<file path="config.mk">
export PLATFORM = sky130hd
export DESIGN_NAME = round_sat
export DESIGN_NICKNAME = d
export VERILOG_FILES = /design/src/rtl/dsp_pkg.sv /design/src/rtl/round_sat_ch.sv /design/src/rtl/round_sat.sv
export SDC_FILE = /design/constraint.sdc
export NUM_CORES = 1
export LEC_CHECK = 0
export BUFFER_PORTS_ARGS = -buffer_cell sky130_fd_sc_hd__buf_2
export CAP_MARGIN = 30
export CORE_MARGIN = 5
export CORE_UTILIZATION = 56
export CTS_CLUSTER_DIAMETER = 100
export DETAILED_ROUTE_END_ITERATION = 10
export MAX_ROUTING_LAYER = met4
export PLACE_DENSITY = 0.85
export SLEW_MARGIN = 20
export SYNTH_ARGS = -nofsm -noshare
export SYNTH_HDL_FRONTEND = slang
export SYNTH_HIERARCHICAL = 1
export SYNTH_SLANG_ARGS = --single-unit
</file>
<file path="constraint.sdc">
create_clock -name clk_i -period 3.75 [get_ports clk_i]
set_clock_uncertainty 0.15 [all_clocks]
set_input_delay 0.75 -clock clk_i [delete_from_list [all_inputs] [get_ports clk_i]]
set_output_delay 0.75 -clock clk_i [all_outputs]
set_load 0.02 [all_outputs]
</file>
<file path="src/rtl/dsp_pkg.sv">
// Shared DSP datapath types: rounding-mode encoding and signed-range helpers
// used by the round/saturate stage.
package dsp_pkg;

  typedef enum logic [1:0] {
    RND_TRUNC   = 2'd0,
    RND_HALF_UP = 2'd1,
    RND_EVEN    = 2'd2,
    RND_ODD     = 2'd3
  } round_mode_e;

  function automatic longint signed_max(input int unsigned w);
    return (longint'(1) <<< (w - 1)) - 64'sd1;
  endfunction

  function automatic longint signed_min(input int unsigned w);
    return -(longint'(1) <<< (w - 1));
  endfunction

endpackage

</file>
<file path="src/rtl/round_sat_ch.sv">
// One channel of the round/saturate pipeline: stage 1 rounds, stage 2 range-checks.
// ROUND_SAT_EN selects clamping on overflow; otherwise the result wraps.
module round_sat_ch
  import dsp_pkg::*;
#(
  parameter int DATA_WIDTH_IN  = 40,
  parameter int FRAC_BITS      = 16,
  parameter int DATA_WIDTH_OUT = 16
) (
  input  logic                      clk_i,
  input  logic                      rstn_i,
  input  round_mode_e               mode_i,
  input  logic                      s1_en_i,
  input  logic                      s2_en_i,
  input  logic [DATA_WIDTH_IN-1:0]  data_i,
  output logic [DATA_WIDTH_OUT-1:0] data_o,
  output logic                      sat_o
);

  localparam int KW = DATA_WIDTH_IN - FRAC_BITS;
  localparam int SW = KW + 1;
  localparam logic [FRAC_BITS-1:0] HALF = FRAC_BITS'(1) << (FRAC_BITS - 1);

`ifdef ROUND_SAT_EN
  localparam logic [DATA_WIDTH_OUT-1:0] OUT_MAX = DATA_WIDTH_OUT'(signed_max(DATA_WIDTH_OUT));
  localparam logic [DATA_WIDTH_OUT-1:0] OUT_MIN = DATA_WIDTH_OUT'(signed_min(DATA_WIDTH_OUT));
`endif

  logic [KW-1:0]             keep;
  logic [FRAC_BITS-1:0]      frac;
  logic                      inc;
  logic [SW-1:0]             sum_d, sum_q;
  logic [SW-DATA_WIDTH_OUT:0] upper;
  logic                      ovf;
  logic [DATA_WIDTH_OUT-1:0] data_d, data_q;
  logic                      sat_d, sat_q;

  // NOTE: every always_comb output gets a default first so no path can infer a latch.
  always_comb begin
    keep = data_i[DATA_WIDTH_IN-1:FRAC_BITS];
    frac = data_i[FRAC_BITS-1:0];
    inc  = 1'b0;
    case (mode_i)
      RND_TRUNC:   inc = 1'b0;
      RND_HALF_UP: inc = (frac >= HALF);
      RND_EVEN:    inc = (frac > HALF) | ((frac == HALF) &  keep[0]);
      RND_ODD:     inc = (frac > HALF) | ((frac == HALF) & ~keep[0]);
      default:     inc = 1'b0;
    endcase
    // One extra bit so the rounding carry out of the top of keep survives.
    sum_d = {keep[KW-1], keep} + SW'(inc);
  end

  // In range exactly when every bit above the output sign bit copies it.
  always_comb begin
    upper = sum_q[SW-1:DATA_WIDTH_OUT-1];
    ovf   = ~((&upper) | ~(|upper));
`ifdef ROUND_SAT_EN
    data_d = ovf ? (sum_q[SW-1] ? OUT_MIN : OUT_MAX) : sum_q[DATA_WIDTH_OUT-1:0];
`else
    data_d = sum_q[DATA_WIDTH_OUT-1:0];
`endif
    sat_d  = ovf;
  end

  // NOTE: sequential state uses non-blocking assignments so every flop samples pre-edge values.
  // NOTE: datapath registers are reset too, because tdata_o/sat_o must read zero out of reset.
  always_ff @(posedge clk_i or negedge rstn_i) begin
    if (!rstn_i) begin
      sum_q  <= '0;
      data_q <= '0;
      sat_q  <= 1'b0;
    end else begin
      if (s1_en_i) sum_q <= sum_d;
      if (s2_en_i) begin
        data_q <= data_d;
        sat_q  <= sat_d;
      end
    end
  end

  assign data_o = data_q;
  assign sat_o  = sat_q;

endmodule

</file>
<file path="src/rtl/round_sat.sv">
// Multi-channel round/saturate stage with a two-deep valid/ready pipeline.
// Define ROUND_SAT_EN to clamp on overflow; default build wraps and flags.
module round_sat
  import dsp_pkg::*;
#(
  parameter int CH_NUM         = 2,
  parameter int DATA_WIDTH_IN  = 40,
  parameter int FRAC_BITS      = 16,
  parameter int DATA_WIDTH_OUT = 16
) (
  input  logic                               clk_i,
  input  logic                               rstn_i,
  input  logic [1:0]                         mode_i,
  input  logic                               tvalid_i,
  output logic                               tready_o,
  input  logic [CH_NUM*DATA_WIDTH_IN-1:0]    tdata_i,
  output logic                               tvalid_o,
  input  logic                               tready_i,
  output logic [CH_NUM*DATA_WIDTH_OUT-1:0]   tdata_o,
  output logic [CH_NUM-1:0]                  sat_o
);

  round_mode_e mode;
  logic        v1_d, v1_q, v2_d, v2_q;
  logic        s1_load, s2_load;
  logic        s1_en, s2_en;

  assign mode = round_mode_e'(mode_i);

  // Stage 2 frees itself when empty or draining; stage 1 then advances behind it.
  always_comb begin
    s2_load = ~v2_q | tready_i;
    s1_load = ~v1_q | s2_load;
    v1_d    = s1_load ? tvalid_i : v1_q;
    v2_d    = s2_load ? v1_q : v2_q;
    s1_en   = s1_load & tvalid_i;
    s2_en   = s2_load & v1_q;
  end

  always_ff @(posedge clk_i or negedge rstn_i) begin
    if (!rstn_i) begin
      v1_q <= 1'b0;
      v2_q <= 1'b0;
    end else begin
      v1_q <= v1_d;
      v2_q <= v2_d;
    end
  end

  assign tready_o = s1_load;
  assign tvalid_o = v2_q;

  for (genvar ch = 0; ch < CH_NUM; ch++) begin : g_ch
    round_sat_ch #(
      .DATA_WIDTH_IN  (DATA_WIDTH_IN),
      .FRAC_BITS      (FRAC_BITS),
      .DATA_WIDTH_OUT (DATA_WIDTH_OUT)
    ) u_ch (
      .clk_i   (clk_i),
      .rstn_i  (rstn_i),
      .mode_i  (mode),
      .s1_en_i (s1_en),
      .s2_en_i (s2_en),
      .data_i  (tdata_i[ch*DATA_WIDTH_IN +: DATA_WIDTH_IN]),
      .data_o  (tdata_o[ch*DATA_WIDTH_OUT +: DATA_WIDTH_OUT]),
      .sat_o   (sat_o[ch])
    );
  end

endmodule

</file>
# Yosys cells after proc, flatten, opt, wreduce, memory -nomap -nowiden
# Cells that the tools add are included.
# Widths: inputs -> output; s select.
[totals] reg_bits=86 input_bits=86 out_inout_bits=36 elab_cells=48
[op_classes] add_sub_neg=2 n_lt_le_gt_ge=4 n_eq_ne=5 n_mux=2 n_bitwise=22 n_reduce_logical=5
[ops] op="$add 24x2->25" count=2
[ops] op="$eq 16x16->1 const B" count=2
[ops] op="$ge 16x16->1 const B" count=2
[ops] op="$gt 16x16->1 const B" count=2
[ops] op="$reduce_and 10->1" count=2
[ops] op="$reduce_or 10->1" count=2
[ops] op="$not 1->1" count=8
[ops] op="$or 1x1->1" count=8
[ops] op="$pmux 1 s4" count=2
[ops] op="$and 1x1->1" count=6
[ops] op="$eq 2x2->1 const B" count=2
[ops] op="$eq 2x1->1 const B" count=1
[ops] op="$logic_not 2->1" count=1

# Depth between registers and ports, before layout
# Gate-level depths: netlist of run 1.
[depth] depth_word=5 mapped_depth=11 mapped_depth_nobuf=10

# Cells and area by module
# The synthesis of run 1 kept the hierarchy.
[modules_own_cells] mod="round_sat_ch (g_ch[1].u_ch)" n_inst=1 cells_each=207 area_each_um2=2104.5 seq_area_each_um2=1051.0
[modules_own_cells] mod="round_sat_ch (g_ch[0].u_ch)" n_inst=1 cells_each=202 area_each_um2=2100.8 seq_area_each_um2=1051.0
[modules_own_cells] mod="round_sat" n_inst=1 cells_each=8 area_each_um2=103.8 seq_area_each_um2=50.0

# Worst setup path after synthesis of run 1
# OpenSTA, ideal clock, no wires.
[synth_path] path_type="input -> register" startpoint="input tdata_i[56]" endpoint="register g_ch[1].u_ch.sum_q[19]" setup_ps=82 arrival_time_ps=2777 t_required_ps=3518 path_slack_ps=742 stages=10 n_path_buf=1 cell_sequence="inv_1 o2111ai_1 o41ai_1 a21boi_0 ha_1 nand2_1 or4_1 buf_2 or4_1 a31oi_1"
[synth_via] elab_chain_cells=5 word_cells_on_any_way=7 classes_between="add/sub (1); mux (1); bitwise (5)"
[synth_rtl] element="from (decl)" line_no="round_sat.sv:16" source="input logic [CH_NUM*DATA_WIDTH_IN-1:0] tdata_i,"
[synth_rtl] element="$not 1->1" line_no="round_sat_ch.sv:47" source="RND_ODD: inc = (frac > HALF) | ((frac == HALF) & ~keep[0]);"
[synth_rtl] element="$and 1x1->1" line_no="round_sat_ch.sv:47"
[synth_rtl] element="$or 1x1->1" line_no="round_sat_ch.sv:47"
[synth_rtl] element="$pmux 1 s4" line_no="round_sat_ch.sv:43" source="case (mode_i)"
[synth_rtl] element="$add 24x2->25 (*)" line_no="round_sat_ch.sv:51" source="sum_d = {keep[KW-1], keep} + SW'(inc);"
[synth_rtl] element="to (signal assigned)" line_no="round_sat_ch.sv:74" source="if (s1_en_i) sum_q <= sum_d;"
[synth_rtl] element="to (decl)" line_no="round_sat_ch.sv:32" source="logic [SW-1:0] sum_d, sum_q;"
# Every way passes the cells marked *; elsewhere a longest branch is shown, timed or not.
# A chain may end at the register's enable or synchronous reset.

# Final worst setup path of run 1
[layout_path] startpoint="input mode_i[0]" endpoint="register g_ch[1].u_ch.sum_q[19]"
[layout_via] elab_chain_cells=3 word_cells_on_any_way=6 classes_between="add/sub (1); eq/ne (3); mux (1); reduce/logical (1)"
[layout_rtl] element="from (decl)" line_no="round_sat.sv:13" source="input logic [1:0] mode_i,"
[layout_rtl] element="$eq 2x2->1 (tied with other cells)" line_no="round_sat_ch.sv:43"
[layout_rtl] element="$pmux 1 s4 (*)" line_no="round_sat_ch.sv:43"
[layout_rtl] element="$add 24x2->25 (*)" line_no="round_sat_ch.sv:51"
# Marked as above.

==> results of run 1 <==
-- power groups by stage --
| stage | Clock (W) | Sequential, W | Combinational (W) |
|---|---|---|---|
| final | 0.000648 | 0.00120 | 0.000595 |
| after global routing | 0.000719 | 0.00122 | 0.000651 |
| after CTS | 0.000662 | 0.00120 | 0.000598 |
| after detailed placement | 0 | 0.00122 | 0.000595 |
| after global placement | 0 | 0.00121 | 0.000576 |
| after floorplan | 0 | 0.00131 | 0.000237 |
-- cell type report --
| type | count | area [µm²] |
|---|---|---|
| Fill cell | 615 | 2390 |
| Clock buffer | 9 | 123.9 |
| Tap cell | 102 | 127.6 |
| Sequential cell | 86 | 2152 |
| Clock inverter | 7 | 76.32 |
| Inverter | 11 | 41.29 |
| Multi-Input combinational cell | 302 | 2038 |
| Timing Repair Buffer | 126 | 658.1 |
-- flip-flops by register name, summed over array words and instances (netlist names) --
register          flops
tvalid_o              1
g_ch.u_ch/sat_o       2
g_ch.u_ch/data_o     32
g_ch.u_ch/sum_q      50
v1_q                  1
-- worst max-delay path, stage by stage --
cell	delay (ns)
buf_2	0.13
o2111ai_1	0.21
o41ai_1	0.08
a21boi_0	0.20
ha_1	0.25
nand2_1	0.17
or4_1	0.70
or4_1	0.55
a31oi_1	0.19
-- routing by layer --
| layer | track usage (%) | wire [µm] | vias to the layer above |
|---|---|---|---|
| met2 | 38.48 | 5362 | 156 |
| met1 | 29.13 | 4294 | 1833 |
| met4 | 7.774 | 205 | 0 |
| li1 | - | - | 1786 |
| met3 | 5.025 | 739 | 20 |
| met5 | - | 0 | - |
-- cells by family (layout without fill, tap and decap cells) --
logic type,after synthesis,after routing
buffers and inverters,29,153
AO/OA/AOI/OAI,77,77
multiplexers,36,36
XOR/XNOR,25,25
flip-flops,86,86
AND/OR/NAND/NOR,160,160
adder cells (fa/ha/maj),4,4
-- how the worst max path moves through the flow --
stage	from	endpoint	slack, ns	depth (start not counted)
finish	mode_i[0]	g_ch[1].u_ch/sum_q[19]	0.66	9
detailed placement	mode_i[0]	g_ch[1].u_ch/sum_q[19]	0.31	9
CTS	mode_i[0]	g_ch[1].u_ch/sum_q[19]	0.68	9
floorplan	tdata_i[56]	g_ch[1].u_ch/sum_q[19]	0.74	10
global placement	mode_i[0]	g_ch[1].u_ch/sum_q[19]	0.45	9
global route	mode_i[0]	g_ch[1].u_ch/sum_q[19]	0.48	9
-- per-stage QoR --
| stage | utilization, % | total power (W) | cells | hold slack (ns) | setup WS, ns |
|---|---|---|---|---|---|
| 2_1_floorplan | - | 0.001550 | 417 | 0.3044 | 0.7415 |
| 3_3_place_gp | 65.69 | 0.001781 | 626 | 0.3310 | 0.4520 |
| 3_5_place_dp | 65.69 | 0.001810 | 626 | 0.3397 | 0.3138 |
| 4_1_cts | 68.32 | 0.002458 | 642 | 0.3522 | 0.6808 |
| 5_1_grt | 68.59 | 0.002592 | 643 | 0.1573 | 0.4778 |
| 6_report | 68.59 | 0.002439 | 643 | 0.1546 | 0.6557 |
-- cells in the final DEF (no fill, tap or decap), drive strengths merged, types with 4 or more instances in the layout --
cell / n
xor2: 12
o21ai: 9
dfrtp: 86
or3: 6
nor4: 17
buf: 126
or4: 13
ha: 4
a31oi: 19
inv: 15
nand2: 24
mux2: 36
nand4: 14
xnor2: 13
o41ai: 5
and3: 4
o31ai: 10
clkbuf: 9
nand3: 18
a21oi: 25
nor2: 48
==> flow_metrics.env, run 1 <==
export IMPL_leakage_nw=2.159
export IMPL_power_density_nw_per_um2=467.4
export IMPL_max_cap_violations=0
export IMPL_drcViolationCount=0
export IMPL_hold_buffers=0
export IMPL_synthFlopType="dfrtp_1"
export IMPL_first_global_vias=3771
export IMPL_finalHoldViolCount=0
export IMPL_r2r_start="v1_q"
export IMPL_synth_top_cells_by_area="dfrtp_1, mux2_2, nor2_1, a21oi_1, a31oi_1"
export IMPL_cts_sinks=86
export IMPL_grt_pass1_wl_mm=17.81
export IMPL_comb_power_share_pct=24.4
export IMPL_htree_levels=3
export IMPL_syn_avg_cell_area_um2=10.33
export IMPL_ys_warn_count=6
export IMPL_layout_drive_gt1_share_pct=35.86
export IMPL_fp_dieW_um=97.72
export IMPL_coreArea_um2=7607
export IMPL_synth_seq_area_share_pct=49.94
export IMPL_grt_overflow_total=0
export IMPL_cts_tree="done"
export IMPL_synth_compound_gate_area_share_pct=11.21
export IMPL_place_area_um2=4997
export IMPL_fp_dieH_um=97.72
export IMPL_path_class="primary input to register"
export IMPL_synth_fa_ha_area_share_pct=1.161
export IMPL_ys_ff_latch=86
export IMPL_clkLatencyLatePin_ns=0.36
export IMPL_cp_arrival_ns=3.23
export IMPL_vias=3795
export IMPL_syn2layout_area_growth_pct=21.08
export IMPL_period_minus_slack_ns=3.094
export IMPL_ant_nets=0
export IMPL_rrSetupSlack_ns=1.73
export IMPL_sw_frac_of_total_pct=33.98
export IMPL_rsz0062_at_grt="false"
export IMPL_hp_class="primary input to async pin"
export IMPL_p_clk_share_pct=26.6
export IMPL_start_util_pct=56.64
export IMPL_synth_top_cell_by_area="dfrtp_1"
export IMPL_status="finished, final reports clean"
export IMPL_cts_inserted_buffers=9
export IMPL_ctsResizeCount=0
export IMPL_synth_top_family_by_area="simple AND/OR/NAND/NOR gates"
export IMPL_cts_root_buf="clkbuf_8"
export IMPL_synth_xor_area_share_pct=5.081
export IMPL_min_period_over_period_pct=82.52
export IMPL_antenna_found_initial=0
export IMPL_post_synth_top_area_fraction_pct=49.94
export IMPL_clk_pin_slew_worst_paths_ns=0.10
export IMPL_die_area_um2=9549
export IMPL_synth_mux_area_share_pct=9.408
export IMPL_synth_simple_area_share_pct=20.44
export IMPL_power_internal_w=0.001610
export IMPL_viasPerCell=5.902
export IMPL_power_switching_w=0.0008287
export IMPL_crit_required_ns=3.88
export IMPL_finalNetCount=626
export IMPL_ys_top_cells_by_count="dfrtp_1, nor2_1, mux2_2"
export IMPL_worstReg2RegEnd="g_ch[0].u_ch/sum_q[15]"
export IMPL_synth_area_um2=4309
export IMPL_syn_nets=507
export IMPL_syn_inst=417
export IMPL_portBuffers=121
export IMPL_ys_types=44
export IMPL_routed_wirelength_mm=10.60
export IMPL_fmax_mhz=323.2
export IMPL_setup_violations=0
export IMPL_synthArstFlopShare_pct=100.0
export IMPL_post_cts_buffers=0
export IMPL_yosys_cell_count_top_type="dfrtp_1"
export IMPL_synth_edff_count=0
export IMPL_wl_per_cell_um=16.49
export IMPL_crit_path_start_kind="primary input"
export IMPL_tns_ns=0
export IMPL_stdcell_area_um2=5218
export IMPL_drtIter0Drc=215
export IMPL_relSlewSlack_pct=53.42
export IMPL_cts_buffer_depth=2
export IMPL_globalplace_congestion=0.8662
export IMPL_seqPwrFrac_pct=49.0
export IMPL_rows=32
export IMPL_crit_path_end_kind="register"
export IMPL_slew_viol_final=0
export IMPL_antenna_cells=0
export IMPL_ioPinCount=122
export IMPL_dr_pass1_iters=5
export IMPL_grt_start_max_net_pins=74
export IMPL_worst_path_max_fanout=10
export IMPL_grt_usage_pct=23.49
export IMPL_worst_slew_pin_slew_ns=0.6987
export IMPL_worstRegToRegCells=5
export IMPL_place_hpwl_mm=7.876
export IMPL_peakVddDrop_mv=0.2721
No activity file was read; power rests on OpenSTA's default activity.
==> run 2: changes to the inputs <==
- CORE_UTILIZATION: 56 -> 52
- PLACE_DENSITY: 0.85 -> 0.8
- clock period: 3.75 -> 3.1 ns (I/O delays scaled with it)
==> run 2 against run 1 <==
Flip-flop and latch count is the same. Clock power grew 50%. Count of clock-buffer cells in the layout is the same. Largest cell class unchanged. Largest power group unchanged.
==> flow_metrics.env, run 2 (synthesized netlist as in run 1, its figures left out) <==
export IMPL_grt_busiest_layer="met2"
export IMPL_path_buf_inv=2
export IMPL_ioPinCount=122
export IMPL_seqPwrFrac_pct=46.1
export IMPL_p_clk_share_pct=30.9
export IMPL_dr_pass1_iters=6
export IMPL_rsz0062_at_grt="false"
export IMPL_final_cells=651
export IMPL_finalHoldViolCount=0
export IMPL_htree_levels=3
export IMPL_crit_path_top_delay_cell="or4_1"
export IMPL_syn2layout_area_growth_pct=23.46
export IMPL_drtIter0Drc=172
export IMPL_ctsResizeCount=0
export IMPL_crit_path_end_kind="register"
export IMPL_cts_sinks=86
export IMPL_routed_wirelength_mm=10.65
export IMPL_layout_drive_gt1_share_pct=36.45
export IMPL_portBuffers=121
export IMPL_finalNetCount=631
export IMPL_path_class="primary input to register"
export IMPL_worst_slack_ns=0.2867
export IMPL_relSlewSlack_pct=58.25
export IMPL_comb_power_share_pct=23.0
export IMPL_worst_slew_pin_slew_ns=0.6205
export IMPL_placed_cells=635
export IMPL_power_internal_w=0.002178
export IMPL_crit_path_cell_trace="buf_2, inv_1, o2111ai_1, o41ai_1, a21boi_0, ha_1, nand2_1, or4_1, or3_2, a31oi_1"
export IMPL_start_util_pct=52.98
export IMPL_antenna_found_initial=0
export IMPL_pre_cts_slack_ns=-0.06581
export IMPL_final_cell_mix="buf_2, dfrtp_1, nor2_1"
export IMPL_fmax_mhz=355.5
export IMPL_critPathMaxStageDelay_ns=0.68
export IMPL_crit_family="simple AND/OR/NAND/NOR gates"
export IMPL_rows=33
export IMPL_fp_dieW_um=101.0
export IMPL_place_hpwl_mm=8.044
export IMPL_ant_nets=0
export IMPL_crit_path_start_kind="primary input"
export IMPL_leakage_nw=2.208
export IMPL_wl_per_cell_um=16.36
export IMPL_grt_usage_pct=22.34
export IMPL_grt_util_met2_pct=38.23
export IMPL_largest_reg_flops=50
export IMPL_regMostFlops="g_ch.u_ch/sum_q"
export IMPL_antenna_cells=0
export IMPL_crit_required_ns=3.23
export IMPL_worst_path_max_fanout=10
export IMPL_hp_class="primary input to async pin"
export IMPL_clkLatencyLatePin_ns=0.36
export IMPL_coreArea_um2=8134
export IMPL_peakVddDrop_mv=0.2701
export IMPL_fp_dieH_um=101.0
export IMPL_die_area_um2=10210
export IMPL_min_period_over_period_pct=90.75
export IMPL_power_switching_w=0.0009657
export IMPL_slew_viol_final=0
export IMPL_drcViolationCount=0
export IMPL_globalplace_congestion=0.9414
export IMPL_status="finished, final reports clean"
export IMPL_setup_violations=0
export IMPL_cts_inserted_buffers=9
export IMPL_grt_use_met3_pct=2.768
export IMPL_cts_root_buf="clkbuf_8"
export IMPL_max_cap_violations=0
export IMPL_cts_tree="done"
export IMPL_first_global_vias=3786
export IMPL_post_cts_buffers=0
export IMPL_cts_buffer_depth=2
export IMPL_hold_buffers=0
export IMPL_cp_arrival_ns=2.94
export IMPL_grt_start_max_net_pins=55
export IMPL_grt_met1_usage_pct=26.44
export IMPL_grt_pass1_wl_mm=17.60
export IMPL_period_minus_slack_ns=2.813
export IMPL_vias=3718
export IMPL_clk_pin_slew_worst_paths_ns=0.09
export IMPL_final_common_cell="buf_2"
export IMPL_power_density_nw_per_um2=590.9
export IMPL_sw_frac_of_total_pct=30.72
export IMPL_viasPerCell=5.711
export IMPL_grt_overflow_total=0
==> run 2: changes by cell type in the layout (fill, tap and decap cells not counted) <==
cell,before,now
buf_4,5,9
clkinv_8,1,0
buf_12,1,2
clkinv_4,2,1
inv_8,3,0
bufinv_16,0,3
inv_6,1,3
==> run 2: cell type report <==
cell class | instances | area (µm²)
tap | 105 | 131.4
timing repair buffer | 131 | 708.2
multi-input combinational | 302 | 2038
clock buffer | 9 | 123.9
sequential | 86 | 2152
fill | 651 | 2814
inverter | 11 | 41.29
clock inverter | 7 | 125.1
==> run 2: routing by layer <==
layer | routed length (µm) | share of wire [%] | vias to the layer above
li1 | - | - | 1791
met1 | 4366 | 41 | 1777
met2 | 5476 | 51 | 117
met3 | 492 | 4.6 | 33
met4 | 316 | 3.0 | 0
met5 | 0 | 0 | -
==> run 2: path summary, 6_finish.rpt <==
check | from | endpoint | slack [ns] | depth (start not counted)
worst max-delay path | tdata_i[56] | g_ch[1].u_ch/sum_q[17] | 0.29 | 10
min in group clk_i | tvalid_i | v1_q | 0.34 | 2
max in group asynchronous | rstn_i | g_ch[0].u_ch/sum_q[15] | 2.11 | 2
worst min register to register | g_ch[0].u_ch/sum_q[0] | g_ch[0].u_ch/data_o[0] | 0.36 | 1
worst min-delay path | rstn_i | g_ch[1].u_ch/sum_q[21] | 0.07 | 1
worst max register to register | v1_q | g_ch[1].u_ch/sum_q[17] | 1.24 | 5
==> run 2: stage by stage <==
| step | utilization (%) | cell area (µm²) | setup TNS, ns | total power, W | hold WS [ns] |
|---|---|---|---|---|---|
| finish | 65.41 | 5320 | 0 | 0.003143 | 0.07124 |
| global route | 65.41 | 5320 | 0 | 0.003302 | 0.1136 |
| CTS | 65.41 | 5320 | 0 | 0.003168 | 0.09287 |
| detailed placement | 62.34 | 5071 | -0.3430 | 0.002199 | 0.3410 |
| global placement | 62.34 | 5071 | 0 | 0.002167 | 0.3326 |
| floorplan | - | 4309 | 0 | 0.001875 | 0.1744 |
==> run 2: power by group through the flow <==
stage / clock (W) / sequential (W) / combinational (W)
final: 0.000972 / 0.00145 / 0.000722
after global routing: 0.00104 / 0.00148 / 0.000789
after CTS: 0.000985 / 0.00145 / 0.000730
after detailed placement: 0 / 0.00147 / 0.000727
after global placement: 0 / 0.00146 / 0.000707
after floorplan: 0 / 0.00159 / 0.000287
